`src/rtl/l5_cell.sv`:
```
// l5_cell: weighted layered Lee-router cell with a rotating per-layer state stack.
// Define L5_WEIGHTED_EN to compile in per-cell cost, countdown and the cost commands.
module l5_cell #(
    parameter int NLAYERS = 8,
    parameter int COST_W  = 3
) (
    input  logic              clk,
    input  logic              reset,
    input  logic [2:0]        cmd,
    input  logic              ni,
    input  logic              si,
    input  logic              wi,
    input  logic              ei,
    input  logic              rsel,
    input  logic              csel,
    input  logic              top_l,
    input  logic              etch_enb,
    input  logic              extend,
    input  logic              ret2ue,
    input  logic              pref_ud,
    input  logic              pref_ew,
    input  logic              pref_ns,
    input  logic [3:0]        status_in,
    input  logic [COST_W-1:0] cost_in,
    output logic [3:0]        status_out,
    output logic [COST_W-1:0] cost_out,
    output logic              xo
);
    localparam logic [2:0] CLEARX = 3'd0, WRITE = 3'd1, EXPAND = 3'd2, READ = 3'd3;
    localparam logic [2:0] WRITE_COST = 3'd4, READ_COST = 3'd5;
    localparam logic [3:0] UNETCHED_EMPTY = 4'b0000, UNETCHED_BLOCKED = 4'b1000;
    localparam logic [3:0] UNETCHABLE = 4'b0111, TRACED = 4'b1111;
    typedef struct packed {
        logic              ret2ue;
        logic              etched;
        logic [2:0]        state;
`ifdef L5_WEIGHTED_EN
        logic              pending;
        logic [COST_W-1:0] cost;
        logic [COST_W-1:0] count;
`endif
    } layer_t;
    layer_t     r_layers [NLAYERS];
    layer_t     w_cs, w_ns;
    logic       r_di;
    logic [3:0] r_status, w_status, w_cst;
    logic [2:0] w_dir;
    logic       w_sel, w_ui, w_dirn, w_cand;
    // a directional cell still counting down its cost does not yet drive its neighbours
    function automatic logic f_xo(input layer_t l, input logic ext);
        logic p;
`ifdef L5_WEIGHTED_EN
        p = l.pending;
`else
        p = 1'b0;
`endif
        return (l.state inside {[3'd1:3'd6]} && !p) || (ext && {l.etched, l.state} == TRACED);
    endfunction
    assign w_cs   = r_layers[0];
    assign w_cst  = {w_cs.etched, w_cs.state};
    assign w_sel  = rsel & csel;
    assign xo     = f_xo(w_cs, extend);
    assign w_ui   = top_l & f_xo(r_layers[1], extend);
    assign w_dirn = w_cs.state inside {[3'd1:3'd6]};
    assign w_dir  = (pref_ew && ei) ? 3'd1 : (pref_ew && wi) ? 3'd2 :
                    (pref_ns && ni) ? 3'd3 : (pref_ns && si) ? 3'd4 :
                    (pref_ud && w_ui) ? 3'd5 : (pref_ud && r_di) ? 3'd6 : 3'd0;
    assign w_cand = (w_cst == UNETCHED_EMPTY || (w_cst == UNETCHED_BLOCKED && etch_enb)) && w_dir != 3'd0;
`ifdef L5_WEIGHTED_EN
    logic [COST_W-1:0] r_cost_out, w_cout;
    assign cost_out = r_cost_out;
`else
    logic w_unused;
    assign w_unused = ^cost_in;
    assign cost_out = '0;
`endif
    always_comb begin
        w_ns     = w_cs;
        w_status = 4'hF;
`ifdef L5_WEIGHTED_EN
        w_cout   = '0;
`endif
        case (cmd)
            CLEARX: if (w_dirn || (w_cst == TRACED && !extend)) begin
                {w_ns.etched, w_ns.state} = w_cs.ret2ue ? UNETCHABLE : w_cs.etched ? UNETCHED_BLOCKED : UNETCHED_EMPTY;
                w_ns.ret2ue = 1'b0;
`ifdef L5_WEIGHTED_EN
                w_ns.pending = 1'b0;
                w_ns.count   = '0;
`endif
            end
            WRITE: if (w_sel) begin
                {w_ns.etched, w_ns.state} = status_in;
                w_ns.ret2ue = ret2ue;
`ifdef L5_WEIGHTED_EN
                w_ns.pending = 1'b0;
                w_ns.count   = '0;
`endif
            end
            EXPAND: begin
                if (w_cand) begin
                    {w_ns.etched, w_ns.state} = {etch_enb, w_dir};
`ifdef L5_WEIGHTED_EN
                    w_ns.pending = |w_cs.cost;
                    w_ns.count   = w_cs.cost;
`endif
                    w_status[1] = 1'b0;
                    w_status[0] = ~w_sel;
                end
`ifdef L5_WEIGHTED_EN
                else if (w_cs.pending) begin
                    w_status[1] = 1'b0;
                    if (!pref_ud) begin
                        w_ns.pending = w_cs.count != COST_W'(1);
                        w_ns.count   = w_cs.count - COST_W'(1);
                    end
                end
`endif
                if (xo && w_sel) w_status[0] = 1'b0;
            end
            READ: w_status = w_sel ? w_cst : 4'hF;
`ifdef L5_WEIGHTED_EN
            WRITE_COST: if (w_sel) w_ns.cost = cost_in;
            READ_COST: w_cout = w_sel ? w_cs.cost : '0;
`endif
            default: ;
        endcase
    end
    always_ff @(posedge clk) begin
        if (reset) begin
            for (int i = 0; i < NLAYERS; i++) r_layers[i] <= '0;
            r_di     <= 1'b0;
            r_status <= 4'hF;
`ifdef L5_WEIGHTED_EN
            r_cost_out <= '0;
`endif
        end else begin
            if (pref_ud) begin
                for (int i = 0; i < NLAYERS - 1; i++) r_layers[i] <= r_layers[i+1];
                r_layers[NLAYERS-1] <= w_ns;
                r_di <= top_l & xo;
            end else begin
                r_layers[0] <= w_ns;
            end
            r_status <= w_status;
`ifdef L5_WEIGHTED_EN
            r_cost_out <= w_cout;
`endif
        end
    end
    assign status_out = r_status;
endmodule
```
`config.mk`:
```
export PLATFORM = sky130hd
export DESIGN_NAME = l5_cell
export DESIGN_NICKNAME = d
export VERILOG_FILES = /design/src/rtl/l5_cell.sv
export SDC_FILE = /design/constraint.sdc
export NUM_CORES = 1
export LEC_CHECK = 0
export CAP_MARGIN = 20
export CORE_ASPECT_RATIO = 2
export CORE_MARGIN = 3
export CORE_UTILIZATION = 50
export DETAILED_ROUTE_END_ITERATION = 7
export PLACE_DENSITY = 0.75
export SETUP_SLACK_MARGIN = 0.02
export SYNTH_ARGS = -nofsm -noshare
export SYNTH_HDL_FRONTEND = slang
export SYNTH_SLANG_ARGS = --single-unit
```
`constraint.sdc`:
```
create_clock -name clk -period 2.3 [get_ports clk]
set_input_delay 0.575 -clock clk [delete_from_list [all_inputs] [get_ports clk]]
set_output_delay 0.575 -clock clk [all_outputs]
set_load 0.02 [all_outputs]
```
==> results.cfg, run 1 <==
[clock_tree]
cts.sinks = 45
cts.clk_slew.worst_paths_ns = 0.08
max-clock-path-buffers = 2
cts_made_buffers = 5
clockRootBuffer = clkbuf_8
clock_latency_ns = 0.29
ctsHoldBuffers = 0
cts_tree = yes
htree_levels = 2

[floorplanning]
die_area_um2 = 5140
start_util_pct = 52.2
die_w_um = 52.2
placementRows = 33
io_pins = 33
coreArea_um2 = 4090
die_h_um = 98.4

[route]
drt_first_pass_iters = 4
ant_nets = 0
vias_per_cell = 5.45
remaining_drc_errors = 0
wl_per_cell_um = 15.7
postRouteWirelength_mm = 4.95
drtIter0Drc = 38
vias = 1721

[placement]
routabilityCongestion = 0.880
dp_hpwl_mm = 3.82
post-place-ws_ns = -0.243
dpl_cell_area_um2 = 2710
port_buffers = 26

[power_and_ir_drop]
p_leak_uw = 0.00113
power_density_nw_per_um2 = 638
power.total_uw = 1800
ir_drop_v = 0.000441

[finish]
design_area_um2 = 2820
final_common_cell = buf_4
final_cell_mix = buf_4 (35), edfxtp_1 (30), and2_1 (26)
finish.utilization_pct = 68.9
drive_above_1_share_pct = 18.2
fin_nets = 288
diodes = 0
syn_to_final_growth_pct = 32.0

[sta]
finalWorstSetupSlack_ns = 0.0745
hold_viol_final = 0
grt_setup_unrepaired = no
fin_worst_skew_ns = 0.0108
fin_crit_ns = 2.23
setup_viol = 0
max_freq_mhz = 449
drv_slew = 0
worst_hold_slack_ns = 0.493
period_share_pct = 96.8

[logic_synthesis]
avgSynthCellArea_um2 = 10.7
yosys_warnings = 0
netlist_area_um2 = 2130
ys_types = 44
synthFlopType = edfxtp_1
seq_area_frac_synth_pct = 56.3
synth_edf_count = 30
ys_ff_latch = 45
synthArstFlopShare_pct = 0
synth_cells = 200

[global_route]
grt_pass1_wl_mm = 8.22
grtUsageTotal_pct = 21.5
gr-max-usage-layer = met2
grt_use_met3_pct = 3.05
globalRouteMet2Util_pct = 38.0
antenna_found_initial = 0
grt_pass1_vias = 1829
grt_overflow_total = 0
grt_max_degree = 18
gr-usage-met1_pct = 23.1

[setup_path]
crit_type = in2reg
crit_path_end = r_layers[0][0]
critPathLaunchType = primary input
critPathLaunch = extend
crit_path_end_kind = flop
reg2reg_to = r_layers[0][1]
critPathArrivalTime_ns = 2.28
cp.required_ns = 2.35
critPathMaxFanout = 3
rr_startpoint = r_layers[0][2]
reg2regPathDepth = 6
rrSetupSlack_ns = 0.27

[run]
drv_cap = 0

[outcome]
status = completed

[hold_path]
hp-class = reg2reg
-- cells in the mapped netlist, drive strengths merged, types with 3 or more instances --
master / count / area, um^2
buf: 6 / 36.3
dfxtp: 15 / 300
o21ai: 9 / 48.8
and2: 26 / 163
mux2i: 6 / 60.1
edfxtp: 30 / 901
nand3: 5 / 25.0
nor2: 17 / 63.8
clkbuf: 6 / 22.5
a32o: 3 / 30.0
nand4: 3 / 18.8
inv: 5 / 18.8
nand2: 18 / 67.6
a21oi: 6 / 30.0
a31oi: 6 / 37.5
nor3: 4 / 31.3
nor4: 3 / 18.8
nand2b: 3 / 18.8
-- worst min path at each step --
stage                     slack (ns)  depth (start not counted)            start               to
after CTS                       0.49                          2             r_di             r_di
after detailed placement        0.47                          2  r_layers[1][19]  r_layers[1][19]
after global placement          0.44                          2  r_layers[1][19]  r_layers[1][19]
after global routing            0.52                          2             r_di             r_di
final                           0.49                          2             r_di             r_di
after floorplan                 0.42                          2  r_layers[1][19]  r_layers[1][19]
-- per-layer routing --
layer | vias up | routed length, um
li1 | 851 | -
met1 | 812 | 1860
met2 | 42 | 2640
met3 | 16 | 149
met4 | 0 | 296
met5 | - | 0
-- critical path, stage by stage --
cell and delay (ns):
clkdlybuf4s50_1 0.44, buf_4 0.15, nand2_1 0.07, a41oi_1 0.17
buf_4 0.18, a31oi_1 0.28, o211ai_1 0.16, a32o_1 0.26
-- stage by stage --
stage / instances / setup TNS (ns)
after floorplan: 206 / 0
after global placement: 308 / -0.823
after detailed placement: 308 / -1.00
after CTS: 316 / 0
after global routing: 316 / 0
final: 316 / 0
-- flip-flops by register name (all words and copies together), names as in the netlist --
signal      cells
r_layers       40
status_out      4
r_di            1
-- area by class of cell --
cell class / instances / area [um^2]
multi-input combinational: 144 / 878
clock inverter: 1 / 30.0
fill: 321 / 1270
clock buffer: 7 / 86.3
tap: 52 / 65.1
timing repair buffer: 62 / 538
sequential: 45 / 1200
inverter: 5 / 18.8
-- power by group --
group	leakage, uW	internal (uW)	switching [uW]	total (uW)
Sequential	0.000451	907	23.0	930
Clock	0.0000585	354	254	608
Combinational	0.000620	128	131	259
-- cells by family after synthesis --
kind of cell           Yosys count  share of synthesized area (%)
AO/OA/AOI/OAI                   44                           15.5
buffers and inverters           17                           3.63
flip-flops                      45                           56.3
multiplexers                     6                           2.81
other                            2                          0.352
AND/OR/NAND/NOR                 86                           21.4
-- what timing repair did --
| action | 4_1_cts | 5_1_grt |
|---|---|---|
| gates resized for setup | 1 | 2 |
| setup endpoints to repair | 1 | 1 |
| gates cloned | 0 | 0 |
| buffers inserted | 0 | 0 |
(Power assumes the default switching activity.)
==> run 2: changes to the inputs <==
--- a/config.mk
+++ b/config.mk
@@ -5,8 +5,7 @@
 export SDC_FILE = /design/constraint.sdc
 export NUM_CORES = 1
 export LEC_CHECK = 0
-export CAP_MARGIN = 20
-export CORE_ASPECT_RATIO = 2
+export CORE_ASPECT_RATIO = 0.7
 export CORE_MARGIN = 3
 export CORE_UTILIZATION = 50
 export DETAILED_ROUTE_END_ITERATION = 7
==> results.cfg, run 2 (synthesis gave the netlist of run 1 again) <==
[global_route]
grtUsageTotal_pct = 19.9
grt_overflow_total = 0
grt_max_degree = 19
grt_pass1_vias = 1516
grt_pass1_wl_mm = 7.69
antenna_found_initial = 0

[finish]
largest_reg_flops = 40
finish.utilization_pct = 69.0
final_cell_mix = buf_4 (32), edfxtp_1 (30), and2_1 (26)
drive_above_1_share_pct = 17.2
syn_to_final_growth_pct = 30.0
regMostFlops = r_layers
num-fill-cells = 328
diodes = 0
final_common_cell = buf_4
fin_nets = 285

[route]
drt_first_pass_iters = 5
postRouteWirelength_mm = 4.79
wl_per_cell_um = 15.3
drtIter0Drc = 202
vias = 1719
ant_nets = 0
vias_per_cell = 5.49
remaining_drc_errors = 0

[setup_path]
cp.required_ns = 1.73
crit_path_end_kind = output pin
critPathMaxFanout = 2
critPathArrivalTime_ns = 1.65
critPathLaunchType = primary input
reg2regPathDepth = 6
crit_type = in2out

[outcome]
status = completed

[hold_path]
holdPathStages = 2
hp-class = reg2reg

[sta]
worst_hold_slack_ns = 0.470
max_freq_mhz = 449
hold_viol_final = 0
setup_viol = 0
fin_crit_ns = 2.23
grt_setup_unrepaired = no
fin_worst_skew_ns = 0.00453
finalWorstSetupSlack_ns = 0.0744
drv_slew = 0
period_share_pct = 96.8

[clock_tree]
clockRootBuffer = clkbuf_8
cts.clk_slew.worst_paths_ns = 0.09
cts_tree = yes
cts.sinks = 45
clock_latency_ns = 0.30
htree_levels = 2
cts_made_buffers = 5
max-clock-path-buffers = 2

[floorplanning]
die_h_um = 60.7
die_area_um2 = 5100
start_util_pct = 53.1
die_w_um = 84.1
io_pins = 33
placementRows = 19
coreArea_um2 = 4020

[placement]
post-place-ws_ns = -0.217
routabilityCongestion = 0.915
dp_hpwl_mm = 3.70
port_buffers = 26

[power_and_ir_drop]
ir_drop_v = 0.000455
power_density_nw_per_um2 = 606
p_leak_uw = 0.00110

[run]
drv_cap = 0
run 2: metal layers:
| layer | share of wire (%) | GRT usage [%] |
|---|---|---|
| met1 | 49 | 31.6 |
| met2 | 42 | 28.0 |
| met3 | 7.7 | 5.02 |
| met4 | 0.31 | 2.75 |
| met5 | 0 | 0 |
run 2: critical path, cell delays in order:
cell and delay (ns):
clkdlybuf4s50_1 0.49, nand2_1 0.06, a21oi_1 0.20, clkdlybuf4s15_1 0.33
run 2: timing repair:
item / CTS / global route
endpoints found under the hold margin: 0 / 0
setup endpoints to repair: 1 / 1
resized for setup: 1 / 1
hold buffers: 0 / 0
buffers inserted: 0 / 0
gates cloned: 0 / 0
run 2: path summary, 6_finish.rpt:
check                  startpoint         endpoint  slack [ns]
setup / recovery           extend               xo        0.07
hold / removal    r_layers[1][19]  r_layers[1][19]        0.47
setup reg to reg   r_layers[0][1]   r_layers[0][1]        0.25
hold reg to reg   r_layers[1][19]  r_layers[1][19]        0.47
run 2: area by class of cell:
class | instances | area (um^2) | share of cell area [%]
clock buffers | 5 | 68.8 | 2.48
clock inverters | 3 | 21.3 | 0.767
inverters | 5 | 18.8 | 0.677
multi-input cells | 144 | 878 | 31.7
flip-flops and latches | 45 | 1200 | 43.3
well taps | 52 | 65.1 | 2.35
repair buffers | 59 | 520 | 18.8
run 2: per-stage QoR:
stage | total power [uW] | setup TNS [ns] | std cells | instance area, um^2
floorplan | 1070 | 0 | 206 | 2160
global route | 1760 | 0 | 313 | 2770
CTS | 1690 | 0 | 313 | 2770
detailed placement | 1200 | -1.08 | 305 | 2680
finish | 1680 | 0 | 313 | 2770
global placement | 1200 | -0.672 | 305 | 2680
run 2: where the power goes:
group          total [uW]  switching, uW  leakage (uW)  internal [uW]
clock                 492            276     0.0000445            216
combinational         259            133      0.000605            127
sequential            929           22.3      0.000451            907
==> run 3: changes to the inputs <==
--- a/config.mk
+++ b/config.mk
@@ -9,6 +9,7 @@
 export CORE_MARGIN = 3
 export CORE_UTILIZATION = 50
 export DETAILED_ROUTE_END_ITERATION = 7
+export HOLD_SLACK_MARGIN = 0.08
 export PLACE_DENSITY = 0.75
 export SETUP_SLACK_MARGIN = 0.02
 export SYNTH_ARGS = -nofsm -noshare
==> results of run 3 <==
No change in the layout: final DEF, timing and power equal those of run 2.
